==> config.mk <==
export PLATFORM = sky130hd
export DESIGN_NAME = stage_mem_access
export DESIGN_NICKNAME = d
export VERILOG_FILES = /design/src/rtl/stage_mem_access.sv
export SDC_FILE = /design/constraint.sdc
export NUM_CORES = 1
export LEC_CHECK = 0
export BUFFER_PORTS_ARGS = -buffer_cell sky130_fd_sc_hd__buf_2
export CAP_MARGIN = 15
export CORE_AREA = 2 2 108 110
export CTS_CLUSTER_DIAMETER = 150
export DETAILED_ROUTE_END_ITERATION = 10
export DIE_AREA = 0 0 110 112
export PLACE_DENSITY_LB_ADDON = 0.2
export SLEW_MARGIN = 0
export SYNTH_ARGS = -nofsm -noshare
export SYNTH_HDL_FRONTEND = slang
export SYNTH_SLANG_ARGS = --single-unit
==> constraint.sdc <==
create_clock -name clk -period 3.15 [get_ports clk]
set_clock_uncertainty 0.15 [all_clocks]
set_input_delay 0.63 -clock clk [delete_from_list [all_inputs] [get_ports clk]]
set_output_delay 0.63 -clock clk [all_outputs]
set_load 0.01 [all_outputs]
==> src/rtl/stage_mem_access.sv <==
// MEM pipeline stage: issues word loads/stores to data memory, stalls EX while
// the memory is not ready, raises a bus fault on misalignment or timeout, and
// holds the MEM/WB pipeline latch.
module stage_mem_access #(
  parameter int TIMEOUT = 16
) (
  input  logic        clk,
  input  logic        reset,
  input  logic [31:0] ex_mem_pc,
  input  logic [31:0] ex_mem_alu_result,
  input  logic [31:0] ex_mem_rs2_val,
  input  logic [4:0]  ex_mem_rd,
  input  logic        ex_mem_mem_read,
  input  logic        ex_mem_mem_write,
  input  logic        ex_mem_reg_write,
  output logic        dmem_req,
  output logic        dmem_we,
  output logic [31:0] dmem_addr,
  output logic [31:0] dmem_wdata,
  input  logic        dmem_ready,
  input  logic [31:0] dmem_rdata,
  output logic [31:0] mem_wb_pc,
  output logic [31:0] mem_wb_data,
  output logic [4:0]  mem_wb_rd,
  output logic        mem_wb_reg_write,
  output logic        mem_stall,
  output logic        mem_fault
);

  typedef enum logic {
    IDLE = 1'b0,
    WAIT = 1'b1
  } state_t;

  // wait_cnt value in the last request cycle before giving up
  localparam logic [7:0] LAST_CNT = 8'(TIMEOUT - 1);

  state_t      state_q, state_d;
  logic [7:0]  wait_cnt_q, wait_cnt_d;
  logic [31:0] wb_pc_q, wb_pc_d;
  logic [31:0] wb_data_q, wb_data_d;
  logic [4:0]  wb_rd_q, wb_rd_d;
  logic        wb_rw_q, wb_rw_d;
  logic        fault_q, fault_d;

  logic access_s;
  logic misaligned_s;
  logic timeout_s;

  assign access_s     = ex_mem_mem_read | ex_mem_mem_write;
  assign misaligned_s = access_s & (ex_mem_alu_result[1:0] != 2'b00);

  // The last unanswered request cycle is not a stall: the instruction retires
  assign timeout_s = (state_q == WAIT) & ~dmem_ready & (wait_cnt_q == LAST_CNT);

  assign dmem_req   = (state_q == WAIT) ? 1'b1 : (access_s & ~misaligned_s);
  assign dmem_we    = ex_mem_mem_write;
  assign dmem_addr  = ex_mem_alu_result;
  assign dmem_wdata = ex_mem_rs2_val;
  assign mem_stall  = dmem_req & ~dmem_ready & ~timeout_s;

  assign mem_wb_pc        = wb_pc_q;
  assign mem_wb_data      = wb_data_q;
  assign mem_wb_rd        = wb_rd_q;
  assign mem_wb_reg_write = wb_rw_q;
  assign mem_fault        = fault_q;

  // Next-state, wait counter, MEM/WB latch and fault pulse computation
  always_comb begin
    state_d    = state_q;
    wait_cnt_d = wait_cnt_q;
    wb_pc_d    = wb_pc_q;
    wb_data_d  = wb_data_q;
    wb_rd_d    = wb_rd_q;
    wb_rw_d    = wb_rw_q;
    fault_d    = 1'b0;
    case (state_q)
      IDLE: begin
        if (!access_s) begin
          // ALU-only instruction flows straight through
          wb_pc_d   = ex_mem_pc;
          wb_data_d = ex_mem_alu_result;
          wb_rd_d   = ex_mem_rd;
          wb_rw_d   = ex_mem_reg_write;
        end else if (misaligned_s) begin
          wb_rw_d = 1'b0;
          fault_d = 1'b1;
        end else if (dmem_ready) begin
          wb_pc_d   = ex_mem_pc;
          wb_data_d = ex_mem_mem_read ? dmem_rdata : ex_mem_alu_result;
          wb_rd_d   = ex_mem_rd;
          wb_rw_d   = ex_mem_reg_write;
        end else begin
          state_d    = WAIT;
          wait_cnt_d = 8'd1;
          wb_rw_d    = 1'b0;
        end
      end
      WAIT: begin
        if (dmem_ready) begin
          state_d    = IDLE;
          wait_cnt_d = 8'd0;
          wb_pc_d    = ex_mem_pc;
          wb_data_d  = ex_mem_mem_read ? dmem_rdata : ex_mem_alu_result;
          wb_rd_d    = ex_mem_rd;
          wb_rw_d    = ex_mem_reg_write;
        end else if (timeout_s) begin
          state_d    = IDLE;
          wait_cnt_d = 8'd0;
          wb_rw_d    = 1'b0;
          fault_d    = 1'b1;
        end else begin
          wait_cnt_d = wait_cnt_q + 8'd1;
          wb_rw_d    = 1'b0;
        end
      end
      default: begin
        state_d    = IDLE;
        wait_cnt_d = 8'd0;
      end
    endcase
  end

  // State, counter and MEM/WB registers with asynchronous reset
  always_ff @(posedge clk or posedge reset) begin
    if (reset) begin
      state_q    <= IDLE;
      wait_cnt_q <= 8'd0;
      wb_pc_q    <= 32'd0;
      wb_data_q  <= 32'd0;
      wb_rd_q    <= 5'd0;
      wb_rw_q    <= 1'b0;
      fault_q    <= 1'b0;
    end else begin
      state_q    <= state_d;
      wait_cnt_q <= wait_cnt_d;
      wb_pc_q    <= wb_pc_d;
      wb_data_q  <= wb_data_d;
      wb_rd_q    <= wb_rd_d;
      wb_rw_q    <= wb_rw_d;
      fault_q    <= fault_d;
    end
  end

endmodule

== Word level (Yosys, flattened, before mapping) ==
Index checks and enable logic that the tools add are counted.

* Add/subtract/negate cells: 1
* Equality and inequality tests: 5
* Muxes and demuxes: 35
* Bitwise logic cells: 11
* Reductions and logical operators: 2

{| class="wikitable"
|+ Operators with widths
! cell !! number
|-
| $mux 32 || 7
|-
| $pmux 32 s2 || 2
|-
| $mux 8 || 5
|-
| $pmux 8 s2 || 1
|-
| $mux 5 || 3
|-
| $mux 1 || 13
|-
| $pmux 5 s2 || 1
|-
| $add 8x1->8 const B || 1
|-
| $eq 8x4->1 const B || 1
|-
| $and 1x1->1 || 6
|-
| $ne 2x2->1 const B || 3
|-
| $pmux 1 s2 || 3
|-
| $not 1->1 || 4
|-
| $ne 3x3->1 const B || 1
|-
| $reduce_and 3->1 || 1
|-
| $reduce_bool 2->1 || 1
|-
| $or 1x1->1 || 1
|}

* Bits in registers: 80
* Input bits: 139
* Output and inout port bits: 138
* Logic and storage cells: 61

== Longest topological paths before layout ==
* Depth in word-level cells: 7
* Depth in mapped cells: 7
* Gate-level depth less buffers: 5

== Worst setup path before layout ==
Ideal clock, no wire load.

* Kind: register to output
* From: register wait_cnt_q[0]
* To: output port mem_stall
* Arrival: 1.380 ns
* Data required time: 2.370 ns
* Slack: 0.990 ns
* Cell stages (with the launch flop): 5
* Path buffers: 1
* Path through: dfrtp_1 > ha_1 > and3_1 > clkbuf_1 > a311oi_1

* Longest elaborated chain between the ends: 4

{| class="wikitable"
|+ Ends and longest elaborated chain
! item !! RTL line !! RTL
|-
| from (decl) || 39 || <nowiki>logic [7:0] wait_cnt_q, wait_cnt_d;</nowiki>
|-
| from (signal assigned) || 136 || <nowiki>wait_cnt_q <= wait_cnt_d;</nowiki>
|-
| $eq 8x4->1 || 54 || <nowiki>assign timeout_s = (state_q == WAIT) & ~dmem_ready & (wait_cnt_q == LAST_CNT);</nowiki>
|-
| $and 1x1->1 || 54 ||
|-
| $not 1->1 || 60 || <nowiki>assign mem_stall = dmem_req & ~dmem_ready & ~timeout_s;</nowiki>
|-
| $and 1x1->1 || 60 ||
|-
| to (decl) || 26 || <nowiki>output logic mem_stall,</nowiki>
|}

No other way between the ends.

== Worst setup path after layout ==
Ends and elaborated chain as after synthesis.

==> results.md <==
Status:
- The flow ran to the end, and the final reports show no timing, DRC or antenna violations.

Setup path:
- STA puts the critical path data required time at 2.37 ns.
- The number of buffer and inverter instances along the worst setup path is 1.
- The largest delay contributor family on the critical path is flip-flops.
- The delay contributed by the slowest stage of the critical path is 0.43 ns.
- The library cell contributing the largest single delay on the critical path is sky130_fd_sc_hd__dfrtp_1.
- The critical path goes through ha_1, and3_1, a311oi_1, buf_2.
- The nature of the critical path endpoint is a primary output.
- The launching element type of the critical path is a flop.
- The category of the critical setup timing path is flop to primary output.
- STA puts the critical path data arrival time at 1.73 ns.
- In this run the worst path has a maximum fanout of 6.

Synthesis:
- The async set-reset flop share out of synthesis is 100%.
- The post-synthesis sequential area ratio is 49.6%.
- The number of enable flip-flop cells after synthesis is 0.
- The dominant synthesized flop cell is sky130_fd_sc_hd__dfrtp_1.
- The share of the synthesized area in the top cell type is 49.6%.
- By area the synthesized netlist is led by sky130_fd_sc_hd__dfrtp_1 (50%), sky130_fd_sc_hd__mux2_4 (13%), sky130_fd_sc_hd__buf_4 (12%), sky130_fd_sc_hd__o2bb2ai_1 (6.7%), sky130_fd_sc_hd__a22oi_1 (5.8%).
- Summing every instance area after synthesis gives 0.00404 mm².
- During synthesis, Yosys emitted a total of 0 warnings.
- Dividing the synthesized area by the synthesized cell count gives 12.3 µm².
- The number of nets handed over by synthesis was 468.
- The flop and latch count out of synthesis is 80.
- Summed over all instances, the cell type with the most area after synthesis is sky130_fd_sc_hd__dfrtp_1.
- The number of different library cells used by synthesis comes to 36.
- Synthesis produced a netlist whose cell count is 328.

Drt:
- The initial detailed-routing violation count is 85.
- The via count is 3030.
- The via density per instance is 4.88.
- The average wire length per cell after detail routing is 16.3 µm.
- The detailed-route wire length is 10100 µm.
- The number of design rule violations left after detail routing is 0.
- Once detail routing completed, the nets flagged for antenna violations numbered 0.
- Before antenna repair, the detailed router went through 4 iterations.

Timing:
- The number of hold-slack violations in the final timing report is 0.
- The worst path needs 2.51 ns of the cycle, external delays included.
- The setup slack after layout is 0.640 ns.
- Headroom to the max-slew limit came out at 56.9%.
- After routing, the total negative slack on setup checks comes to 0 ns.
- The maximum clock rate is 398 MHz.
- The number of setup violations in the final report is 0.
- The measured slew at the worst slew-check pin is 0.646 ns.
- Of the available clock period, the critical path in the final layout requires 79.7%.
- The max-slew violation total from the final report is 0.
- Setup repair after global routing left no endpoint under its margin.

Layout:
- The area added between synthesis and finish is 25.4%.
- The repair_antennas step left the layout with diodes totalling 0.
- The summed area of non-filler cells in the final layout is 0.00506 mm².
- Leaving out fill and tap cells, the most frequent cell in the layout is sky130_fd_sc_hd__buf_2.
- The number of nets in the layout is 613.
- In the final layout, the share of cells above drive strength 1 is 58.2%.
- Counting the fill cells in the layout gives 1082.
- In the layout the commonest cells are sky130_fd_sc_hd__buf_2 (212), sky130_fd_sc_hd__dfrtp_1 (80), sky130_fd_sc_hd__mux2_4 (34).

Clock tree:
- The worst-case clock buffer depth is 2.
- The clock-pin slew on the worst setup and hold paths is 0.06 ns.
- The number of gates resized after CTS was 0.
- The total number of clock tree sinks is 80.
- The clock tree synthesis step divided the H-tree into 3 levels.
- The clock tree from TritonCTS is yes.
- Clock latency on the worst-skew pair, taken at its later pin, is 0.33 ns.
- Hold repair after CTS inserted 0 buffers.
- CTS placed an instance of sky130_fd_sc_hd__clkbuf_16 at the clock tree root.
- Buffers added to address setup during post-CTS repair amount to 0.
- Buffers inserted during clock tree synthesis total 9.

Global route:
- The first global-routing pass estimated 15400 µm of wire.
- The number of global-route vias before repair is 3020.
- The remaining global-route overflow is 0.
- The initial antenna violation count was 0.
- The maximum number of pins on one net before global-route repair is 45.
- Across every metal layer, demand over resource in global routing totals 16.5%.

Power:
- For this design the ratio of total power to cell area is 618 mW/mm².
- The worst ir drop on vdd is 0.244 mV.
- The cell leakage power is 2.60 nW.

Floorplan:
- The row count is 39.
- The die width is 110 µm.
- The core region is 0.0112 mm².
- For this configuration, the core starts out at a cell density of 36.1%.
- The die area is 0.0123 mm².
- The height of the die is 112 µm.
- In this run the count of I/O pins placed on the die edge is 277.

Placement:
- The post-placement worst setup slack is 0.817 ns.
- Routability-driven placement finished with a final weighted congestion of 0.813.
- In this run the tool buffered the top-level ports with 212 buffer cells.
- Once placement finished, the instance area stood at 0.00475 mm².
- Detailed placement finished with a half-perimeter wire length of 7510 µm.

Job:
- The max capacitance violation total is 0.

Min path:
- The min-delay analysis places its worst path in the category input pin to async pin.
## logic make-up after synthesis
logic type / after synthesis / share of synthesized area, %
buffers and inverters: 90 / 15.7
AO/OA/AOI/OAI: 84 / 16.0
flip-flops: 80 / 49.6
multiplexers: 39 / 14.0
AND/OR/NAND/NOR: 34 / 4.37
adder cells (fa/ha/maj): 1 / 0.310
## layout make-up
| type | instances | area (µm²) | area share [%] |
|---|---|---|---|
| timing repair buffer | 219 | 1140 | 22.5 |
| inverter | 5 | 20.0 | 0.395 |
| clock inverter | 5 | 81.3 | 1.61 |
| multi-input combinational | 158 | 1410 | 27.8 |
| clock buffer | 11 | 233 | 4.60 |
| sequential | 80 | 2000 | 39.5 |
| tap | 143 | 179 | 3.53 |
## flip-flops by register name, summed over array words and instances (netlist names)
register and flops:
mem_fault 1, mem_wb_pc 32, mem_wb_rd 5, mem_wb_data 32
state_q 1, wait_cnt_q 8, mem_wb_reg_write 1
## synth_stat cells, drive strengths merged, types with 2 or more instances
library cell,instances
a21oi,7
a22oi,31
a311oi,2
and2,2
and3,3
buf,80
clkbuf,5
dfrtp,80
inv,5
mux2,37
mux2i,2
nand2,5
nand3,3
nor2,7
nor2b,2
nor3,6
o21ai,6
o2bb2ai,31
or3,3
## where the power goes
group	internal (mW)	leakage (nW)	switching [mW]	total [mW]
logic	0.378	1.47	0.354	0.732
clock network	0.694	0.150	0.403	1.10
registers	1.20	0.980	0.103	1.30
## path summary, 6_finish.rpt
kind | slack [ns] | cells after the start | from | to
hold reg to reg | 0.33 | 1 | mem_wb_data[25] | mem_wb_data[25]
max in group asynchronous | 1.99 | 3 | reset | mem_wb_data[27]
setup / recovery | 0.64 | 4 | wait_cnt_q[0] | mem_stall
hold / removal | 0.21 | 2 | reset | mem_wb_pc[24]
setup reg to reg | 1.13 | 4 | state_q | mem_wb_pc[23]
min in group clk | 0.33 | 1 | mem_wb_data[25] | mem_wb_data[25]
## worst register-to-register path, cell delays in order, from the launching register on
cell and delay, ns:
sky130_fd_sc_hd__dfrtp_1 0.51, sky130_fd_sc_hd__or3_1 0.44, sky130_fd_sc_hd__and2_4 0.25, sky130_fd_sc_hd__buf_12 0.23, sky130_fd_sc_hd__mux2_4 0.32
## metrics by stage
stage               cells  total power [mW]  utilization (%)  hold WS, ns
CTS                   621              3.19             45.3        0.223
global placement      605              2.05             42.5        0.320
detailed placement    605              2.06             42.5        0.319
finish                621              3.13             45.3        0.209
global route          621              3.31             45.3        0.266
floorplan             328              1.79                -        0.328
## routing by layer
layer | vias up | global-route usage, % | part of all wire (%)
met4 | 0 | 9.20 | 3.2
met2 | 147 | 27.2 | 49
met1 | 1437 | 19.3 | 40
met5 | - | 0 | 0
met3 | 29 | 4.10 | 7.7
li1 | 1417 | - | -
Note: power is estimated with default switching activity, not from simulation.
